<file path="src/rtl/val2_seq_shifter.sv">
// -----------------------------------------------------------------------------
// val2_seq_shifter
//
// Multi-cycle operand-2 sequencer for the EXE stage. It decodes the ARM
// shifter operand, then applies one single-bit shift or rotate per cycle.
// This gives register-specified shift amounts (taken from Rs) and
// architectural carry-out semantics. While the unit is working, busy is held
// high so that the hazard unit stalls the pipeline until done.
//
// Ports:
//   clk            : system clock, rising edge
//   rst            : synchronous active-high reset
//   start          : request, sampled only in IDLE (hold until done)
//   val_rm         : Rm value to be shifted
//   val_rs         : Rs value, bits [7:0] give the register-shift amount
//   shift_operand  : instruction bits [11:0]
//   immediate      : I bit
//   is_mem_command : LDR/STR offset mode
//   carry_in       : current CPSR C flag
//   busy           : high whenever the sequencer is not IDLE
//   done           : one-cycle pulse, result valid in that cycle
//   val2_out       : operand 2, held until the next accepted start
//   carry_out      : shifter carry, held with val2_out
// -----------------------------------------------------------------------------
module val2_seq_shifter #(
  parameter int WIDTH = 32
) (
  input  logic             clk,
  input  logic             rst,
  input  logic             start,
  input  logic [WIDTH-1:0] val_rm,
  input  logic [WIDTH-1:0] val_rs,
  input  logic [11:0]      shift_operand,
  input  logic             immediate,
  input  logic             is_mem_command,
  input  logic             carry_in,
  output logic             busy,
  output logic             done,
  output logic [WIDTH-1:0] val2_out,
  output logic             carry_out
);

  typedef enum logic [1:0] {
    ST_IDLE  = 2'd0,
    ST_SHIFT = 2'd1,
    ST_DONE  = 2'd2
  } state_t;

  typedef enum logic [1:0] {
    OP_LSL = 2'd0,
    OP_LSR = 2'd1,
    OP_ASR = 2'd2,
    OP_ROR = 2'd3
  } shop_t;

  state_t           state_q, state_d;
  shop_t            op_q, op_d;
  logic [WIDTH-1:0] acc_q, acc_d;
  logic             carry_q, carry_d;
  logic [5:0]       cnt_q, cnt_d;
  logic [WIDTH-1:0] val2_q, val2_d;
  logic             cout_q, cout_d;
  logic             busy_q, busy_d;
  logic             done_q, done_d;

  logic [WIDTH-1:0] dec_acc_s;
  shop_t            dec_op_s;
  logic [5:0]       dec_amt_s;
  logic [7:0]       rs_amt_s;
  logic [WIDTH-1:0] step_acc_s;
  logic             step_carry_s;

  assign rs_amt_s = val_rs[7:0];

  // Decode the shifter operand into start value, operation and step count.
  always_comb begin
    dec_acc_s = val_rm;
    dec_op_s  = OP_LSL;
    dec_amt_s = 6'd0;
    if (is_mem_command) begin
      dec_acc_s = {{(WIDTH-12){1'b0}}, shift_operand};
      dec_op_s  = OP_LSL;
      dec_amt_s = 6'd0;
    end else if (immediate) begin
      dec_acc_s = {{(WIDTH-8){1'b0}}, shift_operand[7:0]};
      dec_op_s  = OP_ROR;
      dec_amt_s = {1'b0, shift_operand[11:8], 1'b0};
    end else if (!shift_operand[4]) begin
      // Immediate shift: amount 0 is a plain pass-through for every op.
      dec_acc_s = val_rm;
      dec_op_s  = shop_t'(shift_operand[6:5]);
      dec_amt_s = {1'b0, shift_operand[11:7]};
    end else begin
      dec_acc_s = val_rm;
      dec_op_s  = shop_t'(shift_operand[6:5]);
      if (shop_t'(shift_operand[6:5]) == OP_ROR) begin
        // A nonzero multiple of 32 rotates a full turn so C picks up bit 31.
        if (rs_amt_s == 8'd0) begin
          dec_amt_s = 6'd0;
        end else if (val_rs[4:0] != 5'd0) begin
          dec_amt_s = {1'b0, val_rs[4:0]};
        end else begin
          dec_amt_s = 6'd32;
        end
      end else begin
        // 33 single steps already give the architectural result for any
        // larger amount, so longer shifts are clamped.
        if (rs_amt_s > 8'd33) begin
          dec_amt_s = 6'd33;
        end else begin
          dec_amt_s = rs_amt_s[5:0];
        end
      end
    end
  end

  // One single-bit step of the latched operation.
  always_comb begin
    step_acc_s   = acc_q;
    step_carry_s = carry_q;
    case (op_q)
      OP_LSL: begin
        step_carry_s = acc_q[WIDTH-1];
        step_acc_s   = {acc_q[WIDTH-2:0], 1'b0};
      end
      OP_LSR: begin
        step_carry_s = acc_q[0];
        step_acc_s   = {1'b0, acc_q[WIDTH-1:1]};
      end
      OP_ASR: begin
        step_carry_s = acc_q[0];
        step_acc_s   = {acc_q[WIDTH-1], acc_q[WIDTH-1:1]};
      end
      OP_ROR: begin
        step_carry_s = acc_q[0];
        step_acc_s   = {acc_q[0], acc_q[WIDTH-1:1]};
      end
      default: begin
        step_carry_s = carry_q;
        step_acc_s   = acc_q;
      end
    endcase
  end

  // Next-state logic for the sequencer and its registered outputs.
  always_comb begin
    state_d = state_q;
    op_d    = op_q;
    acc_d   = acc_q;
    carry_d = carry_q;
    cnt_d   = cnt_q;
    val2_d  = val2_q;
    cout_d  = cout_q;
    case (state_q)
      ST_IDLE: begin
        if (start) begin
          acc_d   = dec_acc_s;
          op_d    = dec_op_s;
          cnt_d   = dec_amt_s;
          carry_d = carry_in;
          if (dec_amt_s == 6'd0) begin
            state_d = ST_DONE;
            val2_d  = dec_acc_s;
            cout_d  = carry_in;
          end else begin
            state_d = ST_SHIFT;
          end
        end else begin
          state_d = ST_IDLE;
        end
      end
      ST_SHIFT: begin
        acc_d   = step_acc_s;
        carry_d = step_carry_s;
        cnt_d   = cnt_q - 6'd1;
        // Results are registered on the edge that performs the last step.
        if (cnt_q <= 6'd1) begin
          state_d = ST_DONE;
          cnt_d   = 6'd0;
          val2_d  = step_acc_s;
          cout_d  = step_carry_s;
        end else begin
          state_d = ST_SHIFT;
        end
      end
      ST_DONE: begin
        state_d = ST_IDLE;
      end
      default: begin
        state_d = ST_IDLE;
      end
    endcase
    busy_d = (state_d != ST_IDLE);
    done_d = (state_d == ST_DONE);
  end

  // State and output registers with synchronous reset.
  always_ff @(posedge clk) begin
    if (rst) begin
      state_q <= ST_IDLE;
      op_q    <= OP_LSL;
      acc_q   <= {WIDTH{1'b0}};
      carry_q <= 1'b0;
      cnt_q   <= 6'd0;
      val2_q  <= {WIDTH{1'b0}};
      cout_q  <= 1'b0;
      busy_q  <= 1'b0;
      done_q  <= 1'b0;
    end else begin
      state_q <= state_d;
      op_q    <= op_d;
      acc_q   <= acc_d;
      carry_q <= carry_d;
      cnt_q   <= cnt_d;
      val2_q  <= val2_d;
      cout_q  <= cout_d;
      busy_q  <= busy_d;
      done_q  <= done_d;
    end
  end

  assign busy      = busy_q;
  assign done      = done_q;
  assign val2_out  = val2_q;
  assign carry_out = cout_q;

endmodule

</file>
<file path="config.mk">
export PLATFORM = sky130hd
export DESIGN_NAME = val2_seq_shifter
export DESIGN_NICKNAME = d
export VERILOG_FILES = /design/src/rtl/val2_seq_shifter.sv
export SDC_FILE = /design/constraint.sdc
export NUM_CORES = 1
export LEC_CHECK = 0
export ABC_AREA = 0
export CORE_ASPECT_RATIO = 0.6
export CORE_MARGIN = 1.5
export CORE_UTILIZATION = 49
export CTS_BUF_LIST = sky130_fd_sc_hd__clkbuf_8
export DETAILED_ROUTE_END_ITERATION = 8
export PLACE_DENSITY = 0.82
export SYNTH_ARGS = -nofsm -noshare
export SYNTH_HDL_FRONTEND = slang
export SYNTH_SLANG_ARGS = --single-unit
</file>
<file path="constraint.sdc">
create_clock -name clk -period 2.6 [get_ports clk]
set_clock_uncertainty 0.05 [all_clocks]
set_input_delay 0.65 -clock clk [delete_from_list [all_inputs] [get_ports clk]]
set_output_delay 0.65 -clock clk [all_outputs]
set_load 0.02 [all_outputs]
</file>
; ---- Word level (Yosys, flattened, before mapping)
; Index checks and enable logic that the tools add are counted.
[classes]
addsub = 1
order_cmp = 2
eq_ne = 9
mux = 30
n_reduce_logical = 11
[op_table]
columns = op, count
row1 = 2-to-1 mux 32 bit, 6
row2 = case mux 32 bit (2 select lines), 2
row3 = case mux 32 bit (4 select lines), 1
row4 = 2-to-1 mux 6 bit, 9
row5 = case mux 6 bit (2 select lines), 1
row6 = 2-to-1 mux 2 bit, 5
row7 = equality test 2 bit (second input constant), 4
row8 = > comparator 8 x 6 -> 1 bit (second input constant), 1
row9 = zero test 8 bit, 1
row10 = <= comparator 6 x 1 -> 1 bit (second input constant), 1
row11 = zero test 6 bit, 1
row12 = inequality test 2 bit (second input constant), 3
row13 = subtractor 6 x 1 -> 6 bit (second input constant), 1
row14 = nonzero test 5 bit, 1
row15 = equality test 2 x 1 -> 1 bit (second input constant), 2
row16 = zero test 2 bit, 2
row17 = case mux 1 bit (2 select lines), 2
row18 = case mux 2 bit (2 select lines), 1
row19 = AND reduction 2 bit, 2
row20 = AND reduction 4 bit, 1
row21 = nonzero test 2 bit, 2
row22 = 2-to-1 mux 1 bit, 3
row23 = OR reduction 3 bit, 1
[word_totals]
register_bits = 77
out_inout_bits = 35
word_cells = 61

; ---- Logic depth before layout (Yosys ltp)
; Gate-level depths: netlist of run 1.
[depth]
ltp_word = 12
depth_mapped = 9
ltp_nobuf = 7

; ---- Worst setup path after synthesis of run 1
; Ideal clock, no wire load.
[synth_path]
kind = input-to-reg
startpoint = input port val_rs[4]
endpoint = register val2_q[17] (netlist: val2_out[17])
setup_time_ns = 0.121
arrival_ns = 2.196
required_ns = 2.429
setup_slack_ns = 0.232
stages = 8
n_path_buf = 2
cell_sequence = nor4_2 nand2_1 a311o_1 o211ai_1 o22a_1 buf_6 buf_6 mux2_4
[synth_via]
elab_chain_cells = 10
[synth_lines]
columns = item, line
row1 = "start, declared", 32  ; input logic [WIDTH-1:0] val_rs,
row2 = "parallel branches: the longest is 3 deep, another holds > comparator 8 x 6 -> 1 bit", -
row3 = 2-to-1 mux 6 bit *, 96  ; if (shop_t'(shift_operand[6:5]) == OP_ROR) begin
row4 = 2-to-1 mux 6 bit *, 88  ; end else if (!shift_operand[4]) begin
row5 = 2-to-1 mux 6 bit *, 84  ; end else if (immediate) begin
row6 = 2-to-1 mux 6 bit *, 80  ; if (is_mem_command) begin
row7 = zero test 6 bit *, 161  ; if (dec_amt_s == 6'd0) begin
row8 = inequality test 2 bit (no source line) *, -
row9 = AND reduction 4 bit (no source line) *, -
row10 = "end signal, assigned", 205  ; val2_q <= {WIDTH{1'b0}};
row11 = "end signal, assigned", 215  ; val2_q <= val2_d;
row12 = "end, declared", 61  ; logic [WIDTH-1:0] val2_q, val2_d;
; Every way passes the cells marked *.
; A chain may end at the register's enable or synchronous reset.

; ---- Worst setup path after layout of run 1
[layout_path]
startpoint = input port val_rs[7]
endpoint = register val2_q[15] (netlist: val2_out[15])
[layout_via]
elab_chain_cells = 9
[layout_lines]
columns = item, line
row1 = > comparator 8 x 6 -> 1 bit / zero test 8 bit (equally long branches), "108, 98"
row2 = "2-to-1 mux 6 bit, on equally long branches", "108, 98"
row3 = 2-to-1 mux 6 bit *, 96
row4 = 2-to-1 mux 6 bit *, 88
row5 = 2-to-1 mux 6 bit *, 84
row6 = 2-to-1 mux 6 bit *, 80
row7 = zero test 6 bit *, 161
row8 = inequality test 2 bit (no source line) *, -
row9 = AND reduction 4 bit (no source line) *, -
; Every way passes the cells marked *; elsewhere a longest branch is shown, timed or not.

==> results of run 1 <==
==> placed cells by master, fill, tap and decap left out, types with 11 or more instances in the layout <==
master,Yosys,routed
buf_4,1,19
nor2b_1,28,27
dfxtp_1,77,77
clkdlybuf4s50_1,0,87
a211oi_1,29,29
nand2_1,95,94
mux2i_1,15,15
a31oi_1,11,11
mux2_4,15,15
o21ai_0,11,11
a21oi_1,53,53
nand2b_1,27,26
nor2_1,59,58
==> cells by family (layout without fill, tap and decap cells) <==
logic type | Yosys count | in the layout | share of synthesized area [%]
AO/OA/AOI/OAI | 127 | 127 | 19.8
XOR/XNOR | 1 | 1 | 0.216
adder cells (fa/ha/maj) | 2 | 2 | 0.618
buffers and inverters | 48 | 137 | 5.16
flip-flops | 77 | 77 | 38.0
multiplexers | 35 | 35 | 10.7
AND/OR/NAND/NOR | 227 | 227 | 25.5
==> power groups by stage <==
stage                     Clock [W]  Combinational, W  Sequential (W)
after floorplan                   0          0.000664         0.00149
after global placement            0           0.00106         0.00145
after detailed placement          0           0.00109         0.00146
after CTS                  0.000799           0.00110         0.00144
after global routing       0.000856           0.00122         0.00146
final                      0.000783           0.00112         0.00144
==> timing repair <==
item / in CTS / in global routing
gates resized for setup: 0 / 11
setup endpoints to repair: 0 / 33
setup buffers: 0 / 0
==> registers in the layout, indices dropped and copies added, names as in the netlist <==
signal     cells
cnt_q          6
carry_out      1
acc_q         32
val2_out      32
busy           1
op_q           2
done           1
state_q        2
==> cell type report <==
cell class | count | area [um2] | area share, %
multi-input combinational | 392 | 2360 | 43.7
sequential | 77 | 1540 | 28.6
timing repair buffer | 116 | 1170 | 21.7
tap | 108 | 135 | 2.51
clock buffer | 9 | 124 | 2.30
clock inverter | 6 | 41.3 | 0.766
inverter | 6 | 22.5 | 0.418
==> how the worst min path moves through the flow <==
stage | from | cells past startpoint | end | slack [ns]
detailed placement | acc_q[4]$_SDFFE_PP0P_ | 2 | acc_q[4]$_SDFFE_PP0P_ | 0.41
global placement | acc_q[5]$_SDFFE_PP0P_ | 2 | acc_q[5]$_SDFFE_PP0P_ | 0.40
finish | acc_q[4]$_SDFFE_PP0P_ | 2 | acc_q[4]$_SDFFE_PP0P_ | 0.43
floorplan | acc_q[1]$_SDFFE_PP0P_ | 2 | acc_q[1]$_SDFFE_PP0P_ | 0.40
CTS | acc_q[4]$_SDFFE_PP0P_ | 2 | acc_q[4]$_SDFFE_PP0P_ | 0.42
global route | acc_q[3]$_SDFFE_PP0P_ | 2 | acc_q[3]$_SDFFE_PP0P_ | 0.45
==> routing by layer <==
| layer | vias to the layer above | routed length, um | track usage (%) | share of wire, % |
|---|---|---|---|---|
| met5 | - | 0 | 0 | 0 |
| met3 | 20 | 780 | 5.98 | 7.4 |
| met1 | 1798 | 5000 | 34.1 | 48 |
| met2 | 155 | 4530 | 36.5 | 43 |
| li1 | 1951 | - | - | - |
| met4 | 0 | 195 | 8.50 | 1.9 |
==> critical path, delay by kind of cell <==
kind | cells | cell delay, ns
AOI/OAI and AO/OA | 4 | 1.05
buffers and inverters | 2 | 0.66
muxes | 1 | 0.32
and+or+nand+nor | 1 | 0.05
==> metrics by stage <==
| step | hold WS (ns) | setup TNS, ns | setup slack (ns) | utilization [%] |
|---|---|---|---|---|
| CTS | 0.423 | 0 | 0.0115 | 67.2 |
| detailed placement | 0.412 | -11.35 | -0.366 | 65.1 |
| floorplan | 0.395 | 0 | 0.232 | - |
| global placement | 0.404 | -9.61 | -0.310 | 65.1 |
| global route | 0.453 | 0 | 0.00664 | 67.9 |
| finish | 0.428 | 0 | 0.0505 | 67.9 |
==> results_dict.tcl, run 1 <==
set metrics [dict create \
    wirelength_um 10500 \
    htree_levels 3 \
    insertion_delay_ns 0.35 \
    io_buffer_count 92 \
    switching_power_w 0.00118 \
    area_delta_synth_final_pct 33.1 \
    cp_slowest_cell "clkdlybuf4s50_1" \
    cts-root-buf "clkbuf_8" \
    relSlewSlack_pct 59.4 \
    grt-ovfl-total 0 \
    synth-seq-cells 77 \
    synth_commonest_cells "nand2_1 (95), dfxtp_1 (77), nor2_1 (59), a21oi_1 (53), clkbuf_1 (36)" \
    power_density_nw_per_um2 620 \
    synth_top_cells_by_area "dfxtp_1 (38%), nand2_1 (8.8%), a21oi_1 (6.5%)" \
    first_iter_violations 343 \
    crit_path_end_kind "register" \
    netlist.top_cell.by_area "dfxtp_1" \
    nFillCells 639 \
    core-area_um2 7950 \
    nets 686 \
    crit_end "val2_out[15]$_SDFFE_PP0P_" \
    path_cells "clkdlybuf4s50_1 > nor2_1 > a221o_2 > a22oi_1 > o211ai_1 > o22a_2 > buf_12 > mux2_1" \
    critPathMaxFanout 24 \
    synth_edf_count 0 \
    cpPeakStageDelay_ns 0.48 \
    drc_errors 0 \
    routed_via_density 5.50 \
    dp_hpwl_um 7280 \
    io_pins 117 \
    yosysMostFrequentCell "nand2_1" \
    startpoint_type "primary input" \
    synth_top_area_share_pct 38.0 \
    hold_violations 0 \
    fp.dieH_um 73.4 \
    syn_avg_cell_area_um2 7.84 \
    grt_pass1_wl_um 17000 \
    clockBufferDepth 2 \
    num_rows 25 \
    dieArea_um2 8840 \
    die_w_um 120 \
    rrSetupSlack_ns 0.57 \
    gp_congestion 0.890 \
    cts_tree "built" \
    syn_inst 517 \
    cap_violations 0 \
    ys_types 40 \
    reg2reg_depth 5 \
    via_count 3924 \
    grt_pass1_vias 3555 \
    timing.fmax_mhz 392 \
    crit_start "val_rs[7]" \
    clk_pin_slew_worst_paths_ns 0.08 \
    p_sw_share_pct 35.3 \
    grt_usage_pct 24.3 \
    leakagePower_nw 2.08 \
    r2r-start "cnt_q[2]$_SDFFE_PP0P_" \
    cts.sinks 77 \
    ctsHoldBuffers 0 \
    antenna_found_initial 0 \
    dp.cells 699 \
    finalSetupViolCount 0 \
    n_antenna_cell 0 \
    routedWlPerCell_um 14.7 \
    hp-class "reg -> reg" \
    p_int_w 0.00216 \
    yosysWarnings 0 \
    ant_nets 0 \
    final_cell_area_um2 5390 \
    postSynth.topFlopCell "dfxtp_1" \
    period_minus_slack_ns 2.55 \
    r2r_end "val2_out[15]$_SDFFE_PP0P_" \
    outcome "finished clean" \
    drive_gt1_share_pct 11.4 \
    syn_area_um2 4050 \
    finalMaxSlewViolations 0 \
    stdcell_count 714 \
    required_ns 2.79 \
    worstMarginPinSlew_ns 0.609 \
    clockPowerShare_pct 23.4 \
    cts_buffers 9 \
    synth_fp_nets 601 \
    grt_start_max_net_pins 96 \
    async_flop_share_pct 0 \
    start_util_pct 51.0 \
    firstDrtPassIters 6 \
    period_share_pct 98.1 \
    ys_seq_area_share_pct 38.0 \
    power_frac_seq_pct 43.2 \
    finalPower_w 0.00334 \
    comb_power_share_pct 33.4 \
    place_area_um2 5170 \
    rsz0062_at_grt "false" \
    arrival_ns 2.74 \
    ir_worst_vdd_mv 0.330 \
    crit_type "in -> reg" \
]
No activity file was read; power rests on OpenSTA's default activity.
==> run 2: changes to the inputs <==
Settings changed: ABC_CLOCK_PERIOD_IN_PS set to 2600, CTS_CLUSTER_SIZE set to 8, MAX_ROUTING_LAYER set to met4.
==> results_dict.tcl, run 2 (same netlist as run 1, synthesis figures left out) <==
set metrics [dict create \
    layout_commonest_cell "nand2_1" \
    nets 686 \
    cts-root-buf "clkbuf_8" \
    first_iter_violations 343 \
    cts_tree "built" \
    relSlewSlack_pct 59.7 \
    grt_pass1_wl_um 17000 \
    fin_util_pct 67.9 \
    rsz0062_at_grt "false" \
    crit_type "in -> reg" \
    n_antenna_cell 0 \
    start_util_pct 51.0 \
    cap_violations 0 \
    cp_slowest_cell "clkdlybuf4s50_1" \
    required_ns 2.78 \
    comb_power_share_pct 33.4 \
    htree_levels 3 \
    io_buffer_count 92 \
    grt_pass1_vias 3557 \
    core-area_um2 7950 \
    outcome "finished clean" \
    finalMaxSlewViolations 0 \
    drc_errors 0 \
    antenna_found_initial 0 \
    worstMarginPinSlew_ns 0.604 \
    drive_gt1_share_pct 11.4 \
    dp_hpwl_um 7280 \
    period_share_pct 97.7 \
    via_count 3934 \
    die_w_um 120 \
    dieArea_um2 8840 \
    post_cts.repair.setup_buffers 0 \
    rrSetupSlack_ns 0.55 \
    area_delta_synth_final_pct 33.1 \
    leakagePower_nw 2.08 \
    ctsHoldBuffers 0 \
    post_cts_resized 0 \
    startpoint_type "primary input" \
    firstDrtPassIters 5 \
    cts_buffers 9 \
    routed_via_density 5.51 \
    cpPeakStageDelay_ns 0.48 \
    p_int_w 0.00216 \
    power_density_nw_per_um2 619 \
    grt_start_max_net_pins 96 \
    finalSetupViolCount 0 \
    grt_usage_pct 25.0 \
    ir_worst_vdd_mv 0.331 \
    fp.dieH_um 73.4 \
    clockPowerShare_pct 23.4 \
    clk_pin_slew_worst_paths_ns 0.08 \
    path_cells "clkdlybuf4s50_1 > nor2_1 > a221o_2 > a22oi_1 > o211ai_1 > o22a_2 > buf_12 > mux2_1" \
    power_frac_seq_pct 43.2 \
    place_area_um2 5170 \
    p_sw_share_pct 35.2 \
    grt-ovfl-total 0 \
    final_cell_mix "nand2_1 (94), clkdlybuf4s50_1 (87), dfxtp_1 (77)" \
    hold_violations 0 \
    gp_congestion 0.905 \
    clockBufferDepth 2 \
    num_rows 25 \
    arrival_ns 2.73 \
    wirelength_um 10500 \
    period_minus_slack_ns 2.54 \
    finalPower_w 0.00334 \
    final_cell_area_um2 5390 \
    setup-tns-final_ns 0 \
    insertion_delay_ns 0.35 \
    routedWlPerCell_um 14.7 \
    ant_nets 0 \
    critPathMaxFanout 24 \
    timing.fmax_mhz 394 \
    crit_path_end_kind "register" \
    switching_power_w 0.00118 \
    hp-class "reg -> reg" \
    cts.sinks 77 \
    io_pins 117 \
]
## run 2: cell counts in the layout (fill, tap and decap cells not counted)
No cell type changed its count.
## run 2: power groups by stage
stage          Combinational [W]  Sequential [W]  Clock, W
2_1_floorplan           0.000664         0.00149         0
3_3_place_gp             0.00106         0.00145         0
3_5_place_dp             0.00109         0.00146         0
4_1_cts                  0.00110         0.00144  0.000799
5_1_grt                  0.00122         0.00146  0.000854
6_report                 0.00112         0.00144  0.000782
## run 2: final timing paths
path	from	endpoint	depth (start not counted)
max	val_rs[7]	val2_out[15]$_SDFFE_PP0P_	8
min reg2reg	acc_q[4]$_SDFFE_PP0P_	acc_q[4]$_SDFFE_PP0P_	2
max reg2reg	cnt_q[2]$_SDFFE_PP0P_	val2_out[15]$_SDFFE_PP0P_	5
min	acc_q[4]$_SDFFE_PP0P_	acc_q[4]$_SDFFE_PP0P_	2
## run 2: cell type report
class                           count  area (um2)
Fill cell                         639        2550
Timing Repair Buffer              116        1170
Inverter                            6        22.5
Tap cell                          108         135
Clock buffer                        9         124
Sequential cell                    77        1540
Clock inverter                      6        41.3
Multi-Input combinational cell    392        2360
## run 2: per-stage QoR
stage,setup WS [ns],instances,hold WS [ns]
after floorplan,0.232,517,0.395
after global placement,-0.310,699,0.404
after detailed placement,-0.366,699,0.412
after CTS,0.0115,714,0.423
after global routing,0.0112,714,0.453
final,0.0589,714,0.430
## run 2: critical path, delay by kind of cell
family          cells  cell delay (ns)
buf+inv             2             0.66
mux                 1             0.32
simple gates        1             0.05
compound gates      4             1.04
## run 2: per-layer routing
layer / wire, um / track usage [%]
met3: 760 / 5.90
met4: 190 / 8.50
met1: 4980 / 34.3
met5: 0 / -
met2: 4530 / 36.4
